**src/rtl/matrix_result_drain.sv**
```systemverilog
// rtl/matrix_result_drain.sv - captures an accumulator word and streams it out LSB lane first
// over a byte-wide valid/ready link, optionally pulsing the accumulator clear.
module matrix_result_drain #(
   parameter int DATA_WIDTH = 64,
   parameter int BYTE_WIDTH = 8
) (
   input  logic                  i_clock,
   input  logic                  i_reset,
   input  logic                  i_start,
   input  logic                  i_clear_after,
   input  logic [DATA_WIDTH-1:0] i_acc_in,
   output logic                  o_acc_clear,
   output logic [BYTE_WIDTH-1:0] o_byte_out,
   output logic                  o_byte_valid,
   input  logic                  i_byte_ready,
   output logic                  o_last,
   output logic                  o_busy,
   output logic                  o_done
);

   localparam int LANES = DATA_WIDTH / BYTE_WIDTH;
   localparam int IDX_W = (LANES > 1) ? $clog2(LANES) : 1;
   localparam logic [IDX_W-1:0] LAST_IDX = IDX_W'(LANES - 1);

   typedef enum logic [1:0] {
      S_IDLE = 2'd0,
      S_SEND = 2'd1,
      S_DONE = 2'd2
   } state_t;

   state_t                r_state;
   logic [DATA_WIDTH-1:0] r_shadow;
   logic [IDX_W-1:0]      r_idx;
   logic                  r_clr_pend;
   logic                  w_accept;

   assign w_accept = (r_state == S_SEND) && i_byte_ready;

   always_ff @(posedge i_clock) begin
      if (i_reset) begin
         r_state    <= S_IDLE;
         r_shadow   <= '0;
         r_idx      <= '0;
         r_clr_pend <= 1'b0;
      end else begin
         case (r_state)
            S_IDLE: begin
               if (i_start) begin
                  r_shadow   <= i_acc_in;
                  r_idx      <= '0;
                  r_clr_pend <= i_clear_after;
                  r_state    <= S_SEND;
               end
            end
            S_SEND: begin
               // Clear request lives only for the first SEND cycle.
               r_clr_pend <= 1'b0;
               if (w_accept) begin
                  r_shadow <= r_shadow >> BYTE_WIDTH;
                  r_idx    <= r_idx + IDX_W'(1);
                  if (r_idx == LAST_IDX) begin
                     r_state <= S_DONE;
                  end
               end
            end
            S_DONE: begin
               r_state <= S_IDLE;
            end
            default: begin
               r_state <= S_IDLE;
            end
         endcase
      end
   end

   // Outputs decode from registered state only; byte_ready never reaches them.
   assign o_byte_valid = (r_state == S_SEND);
   assign o_busy       = (r_state == S_SEND);
   assign o_byte_out   = r_shadow[BYTE_WIDTH-1:0];
   assign o_last       = (r_state == S_SEND) && (r_idx == LAST_IDX);
   assign o_acc_clear  = (r_state == S_SEND) && r_clr_pend;
   assign o_done       = (r_state == S_DONE);

endmodule

```
**config.mk**
```make
export PLATFORM = sky130hd
export DESIGN_NAME = matrix_result_drain
export DESIGN_NICKNAME = d
export VERILOG_FILES = /design/src/rtl/matrix_result_drain.sv
export SDC_FILE = /design/constraint.sdc
export NUM_CORES = 1
export LEC_CHECK = 0
export CORE_MARGIN = 2
export CORE_UTILIZATION = 47
export DETAILED_ROUTE_END_ITERATION = 12
export PLACE_DENSITY_LB_ADDON = 0.08
export SETUP_SLACK_MARGIN = 0.05
export SKIP_LAST_GASP = 1
export SLEW_MARGIN = 20
export SYNTH_ARGS = -nofsm -noshare
export SYNTH_HDL_FRONTEND = slang
export SYNTH_SLANG_ARGS = --single-unit
```
**constraint.sdc**
```tcl
create_clock -name i_clock -period 3.4 [get_ports i_clock]
set_input_delay 0.34 -clock i_clock [delete_from_list [all_inputs] [get_ports i_clock]]
set_output_delay 0.34 -clock i_clock [all_outputs]
set_load 0.1 [all_outputs]
```
==> flow_summary.ini, run 1 <==
[synth]
synth_nets = 395
synth-seq-cells = 70
yosysWarnings = 0
syn_area_per_cell_um2 = 9.330
synth_area_leaders = dfxtp_1 46%, o221a_2 20%, a21oi_1 11%
synth_cell_types = 24
seq_area_frac_synth = 0.4636
synthCells = 324
synth_top_cell_by_area = dfxtp_1
synth_top_area_share = 0.4636
synth_area_um2 = 3023

[cells_and_area]
final_util = 0.6229
area_growth_pct = 29.35
multi_input_area_um2 = 1194
seqCellArea_um2 = 1401
drive_gt1_frac = 0.2000
n_antenna_cell = 0
nNetsFinal = 453
design_area_um2 = 3910
fillers = 545

[sta]
setup_viol = 0
finalHoldViolations = 0
period_minus_slack_ps = 2151
tightest_slew_ps = 963.5
period_share = 0.6326
skew_ps = 7.947
grt_setup_unrepaired = false
slew_violations = 0
setup-tns-final_ps = 0
slew_headroom = 0.3556
max_freq_mhz = 464.9

[worst_setup_path]
worstPathArrival_ps = 1810
worst_setup_path_start_kind = flop
path_max_fanout = 2
cpPeakStageDelay_ps = 1130
slowest_stage = clkdlybuf4s50_1
cp_num_buf_inv = 1
r2r_slack_ps = 1600
critical_path.reg2reg.endpoint = r_idx[0]
rr_worst_depth = 4
critPathKind = flop to output pin
critPathTopFamily = buffers and inverters
cp.required_ps = 3060
path_cells = clkdlybuf4s50_1
end_kind = output pin
r2r-start = r_state[1]

[power_and_ir_drop]
p_per_area_nw_per_um2 = 487.1
switching_share = 0.2693
clkPwrFrac = 0.320
vdd_drop_max_uv = 267.9
power.switching_mw = 0.5129
p_comb_frac = 0.191
p_leak_nw = 1.695
pwr-share-seq = 0.489
p_int_mw = 1.392
total_power_mw = 1.905

[status]
outcome = completed

[floorplanning]
die_x_um = 84.20
rows = 29
core_um2 = 6277
start_util = 0.4816
io-pin-count = 82
dieArea_um2 = 7089
die_height_um = 84.20

[grt]
grtUsageTotal = 0.1912
grt_pass1_wl_um = 11140
overflow = 0
grt_pass1_vias = 2415
grt_max_degree = 71
grt_antenna_before_repair = 0

[placed_design]
placed_area_um2 = 3740
routabilityCongestion = 0.7510
portBuffers = 81
hpwl_um = 4200

[drt]
first_pass_iters = 4
avgViaCountPerCell = 5.491
vias = 2537
drt_iter0_markers = 174
wirelength_um = 6656
drc = 0
ant_nets = 0
wl_per_cell_um = 14.41

[min_path]
hp-start = r_shadow[60]
hold-path-endpoint = r_shadow[60]
min_path_type = flop to flop
min_path_cells = 2

[clock_tree]
clock_latency_ps = 330
cts_tree = done
ctsResizeCount = 0
clkSlewWorstSetupHoldPaths_ps = 70
cts_setup_buffers = 0
hold_buffers = 0
numCtsBuffers = 9
clkSinkCount = 70
root_buffer = clkbuf_8
htreeDepth = 3
cts_buffer_depth = 2

[run]
maxCapViolCount = 0
## cell usage in the layout, fill, tap and decap left out, types with 8 or more instances in the layout
cell	instances
nand2_1	8
inv_1	56
o21ai_0	11
clkdlybuf4s50_1	75
clkbuf_8	9
o221a_2	53
dfxtp_1	70
buf_4	9
a21oi_1	67
## how the worst max path moves through the flow
stage / from / endpoint / slack [ps] / depth (start not counted)
floorplan: r_state[0] / o_acc_clear / 220 / 2
CTS: r_shadow[0] / o_byte_out[0] / 1230 / 1
global route: r_shadow[7] / o_byte_out[7] / 1200 / 1
detailed placement: i_byte_ready / r_shadow[29] / 1370 / 5
global placement: i_start / r_shadow[47] / 1380 / 5
finish: r_shadow[1] / o_byte_out[1] / 1250 / 1
## per-layer routing
layer	vias to the layer above	GRT usage	wire length, um
met1	1174	0.2536	3174
met5	-	0	0
met3	7	0.05211	409
met4	0	0.05572	70
met2	84	0.3074	3002
li1	1272	-	-
## registers in the layout (all words and copies together) (netlist names)
signal / cells
r_state: 2
r_clr_pend: 1
r_idx: 3
r_shadow: 64
## kinds of logic after synthesis
kind of cell / count (synthesis) / share of synthesized area
compound gates: 137 / 0.3456
fa+ha+maj: 2 / 0.008277
buf+inv: 94 / 0.1449
flops: 70 / 0.4636
mux: 1 / 0.003311
simple gates: 20 / 0.03435
## per-stage QoR
step | setup WS, ps | instances | hold slack [ps]
after floorplan | 216.6 | 324 | 453.9
after global placement | 1377 | 448 | 462.5
after detailed placement | 1370 | 448 | 468.3
after CTS | 1235 | 462 | 477.9
after global routing | 1197 | 462 | 509.5
final | 1249 | 462 | 478.4
## Yosys cell counts (all sizes together)
| master | count |
|---|---|
| o221a | 56 |
| nor2b | 2 |
| buf | 25 |
| and2 | 2 |
| nor2 | 2 |
| dfxtp | 70 |
| nand2 | 8 |
| inv | 56 |
| nand3 | 2 |
| nand3b | 1 |
| nor3b | 2 |
| o21ai | 11 |
| or2 | 1 |
| ha | 2 |
| a21oi | 67 |
| a22oi | 1 |
| o21bai | 1 |
| a311oi | 1 |
| mux2i | 1 |
| clkbuf | 13 |
## power groups by stage
stage / registers [mW] / clock network [mW] / logic [mW]
2_1_floorplan: 0.934 / 0 / 0.261
3_3_place_gp: 0.948 / 0 / 0.361
3_5_place_dp: 0.949 / 0 / 0.364
4_1_cts: 0.932 / 0.623 / 0.365
5_1_grt: 0.939 / 0.657 / 0.391
6_report: 0.932 / 0.609 / 0.364
## final cells by class
class                      instances  area share
clock inverter                     2    0.008960
sequential                        70      0.3584
inverter                          56     0.05376
tap                               77     0.02464
timing repair buffer              85      0.2144
clock buffer                      12     0.03456
multi-input combinational        160      0.3053
(Power assumes the default switching activity.)
==> inputs of run 2 (changes only) <==
--- a/config.mk
+++ b/config.mk
@@ -6,7 +6,7 @@
 export NUM_CORES = 1
 export LEC_CHECK = 0
 export CORE_MARGIN = 2
-export CORE_UTILIZATION = 47
+export CORE_UTILIZATION = 43
 export DETAILED_ROUTE_END_ITERATION = 12
 export PLACE_DENSITY_LB_ADDON = 0.08
 export SETUP_SLACK_MARGIN = 0.05
==> constraint.sdc (replaced) <==
create_clock -name i_clock -period 1.9 [get_ports i_clock]
set_input_delay 0.19 -clock i_clock [delete_from_list [all_inputs] [get_ports i_clock]]
set_output_delay 0.19 -clock i_clock [all_outputs]
set_load 0.1 [all_outputs]
==> run 2 against run 1 <==
Global-route usage decreased by 0.61 points; wire length up 3.2%; critical path depth up 3; largest cell class unchanged; critical endpoint is now o_acc_clear; first-iteration DRC count decreased by 32%; worst hold slack got worse by 240 ps.
==> flow_summary.ini, run 2 (synthesized netlist as in run 1, its figures left out) <==
[sta]
period_minus_slack_ps = 1670
tightest_slew_ps = 751.3
period_share = 0.8791
max_freq_mhz = 598.7
slew_violations = 0
worst_slack_ps = 229.8
finalHoldViolations = 0
setup-tns-final_ps = 0
slew_headroom = 0.4979
setup_viol = 0
grt_setup_unrepaired = false
skew_ps = 8.822

[placed_design]
hpwl_um = 4430
place_ws_ps = -63.39
portBuffers = 81
routabilityCongestion = 0.7005
dp.cells = 473

[grt]
grt_max_degree = 58
grt_antenna_before_repair = 0
overflow = 0
grt_pass1_vias = 2372
grt_pass1_wl_um = 11210
grtUsageTotal = 0.1852

[min_path]
min_path_cells = 2
hp-start = i_reset
hold-path-endpoint = r_shadow[62]
min_path_type = primary input to flop

[cells_and_area]
fillers = 623
largest-register = r_shadow
largest_reg_flops = 64
multi_input_area_um2 = 1205
n_antenna_cell = 0
drive_gt1_frac = 0.2519
reg_top3 = r_shadow x64, r_idx x3, r_state x2
layout_commonest_cell = dfxtp_1
final_util = 0.6076
area_growth_pct = 36.55
nNetsFinal = 459
seqCellArea_um2 = 1401
most-common-layout-cells = 70 x dfxtp_1, 67 x a21oi_1, 67 x clkdlybuf4s50_1, 56 x inv_1, 53 x o221a_2
fin_cells = 489

[drt]
drt_iter0_markers = 119
ant_nets = 0
wl_per_cell_um = 14.05
wirelength_um = 6869
vias = 2533
first_pass_iters = 5
avgViaCountPerCell = 5.180
drc = 0

[run]
maxCapViolCount = 0

[floorplanning]
die_height_um = 87.85
die_x_um = 87.85
dieArea_um2 = 7717
io-pin-count = 82
core_um2 = 6794
rows = 30
start_util = 0.4449

[power_and_ir_drop]
p_leak_nw = 1.799
p_per_area_nw_per_um2 = 885.0
vdd_drop_max_uv = 533.8

[worst_setup_path]
critPathKind = flop to output pin
worst_setup_path_start_kind = flop
path_max_fanout = 8
end_kind = output pin
critical_path.reg2reg.endpoint = r_shadow[51]
worstPathArrival_ps = 1480
r2r-start = r_state[0]
r2r_slack_ps = 300
rr_worst_depth = 4
cp.required_ps = 1710

[clock_tree]
numCtsBuffers = 9
root_buffer = clkbuf_8
hold_buffers = 0
cts_setup_buffers = 0
clkSinkCount = 70
clock_latency_ps = 340
cts_buffer_depth = 2
ctsResizeCount = 0
htreeDepth = 3
cts_tree = done
clkSlewWorstSetupHoldPaths_ps = 70

[status]
outcome = completed
[run 2: cell count changes in the layout (fill, tap and decap cells not counted), sizes merged]
cell,previous run,this run
buf,10,24
bufinv,1,2
clkbuf,12,9
clkdlybuf4s50,75,67
clkinv,1,4
clkinvlp,0,1
[run 2: per-layer routing]
| layer | share of wire | GRT usage |
|---|---|---|
| met1 | 0.48 | 0.2542 |
| met2 | 0.45 | 0.2837 |
| met3 | 0.058 | 0.04995 |
| met4 | 0.0074 | 0.06014 |
| met5 | 0 | 0 |
[run 2: cell type report]
class	count	area share
Sequential cell	70	0.3395
Multi-Input combinational cell	160	0.2919
Timing Repair Buffer	91	0.2346
Inverter	56	0.05092
Clock buffer	9	0.03001
Tap cell	96	0.02910
Clock inverter	7	0.02395
[run 2: worst max-delay path by stage]
stage | from | end | slack (ps) | cells past startpoint
CTS | r_state[1] | o_acc_clear | 200 | 4
floorplan | r_state[0] | o_acc_clear | -180 | 2
detailed placement | i_byte_ready | r_shadow[10] | -60 | 5
finish | r_state[1] | o_acc_clear | 230 | 4
global placement | i_byte_ready | r_shadow[51] | -300 | 4
global route | r_state[0] | o_acc_clear | 160 | 4
[run 2: power by group]
| group | leakage, nW | total, mW | internal (mW) | switching [mW] |
|---|---|---|---|---|
| registers | 0.580 | 1.66 | 1.59 | 0.0731 |
| clock network | 0.109 | 1.31 | 0.743 | 0.563 |
| logic | 1.11 | 0.683 | 0.329 | 0.354 |
[run 2: through the flow]
| stage | hold slack, ps | power [mW] | instance area, um2 |
|---|---|---|---|
| detailed placement | 468.7 | 2.382 | 3905 |
| global placement | 464.4 | 2.360 | 3877 |
| global route | 254.9 | 3.825 | 4128 |
| CTS | 218.7 | 3.692 | 4128 |
| floorplan | 305.0 | 2.140 | 3034 |
| finish | 237.9 | 3.653 | 4128 |
[run 2: critical path: stages, from the launching register on]
cell	delay, ps
dfxtp_1	350
buf_4	180
nor2b_4	220
and2_1	210
buf_12	180
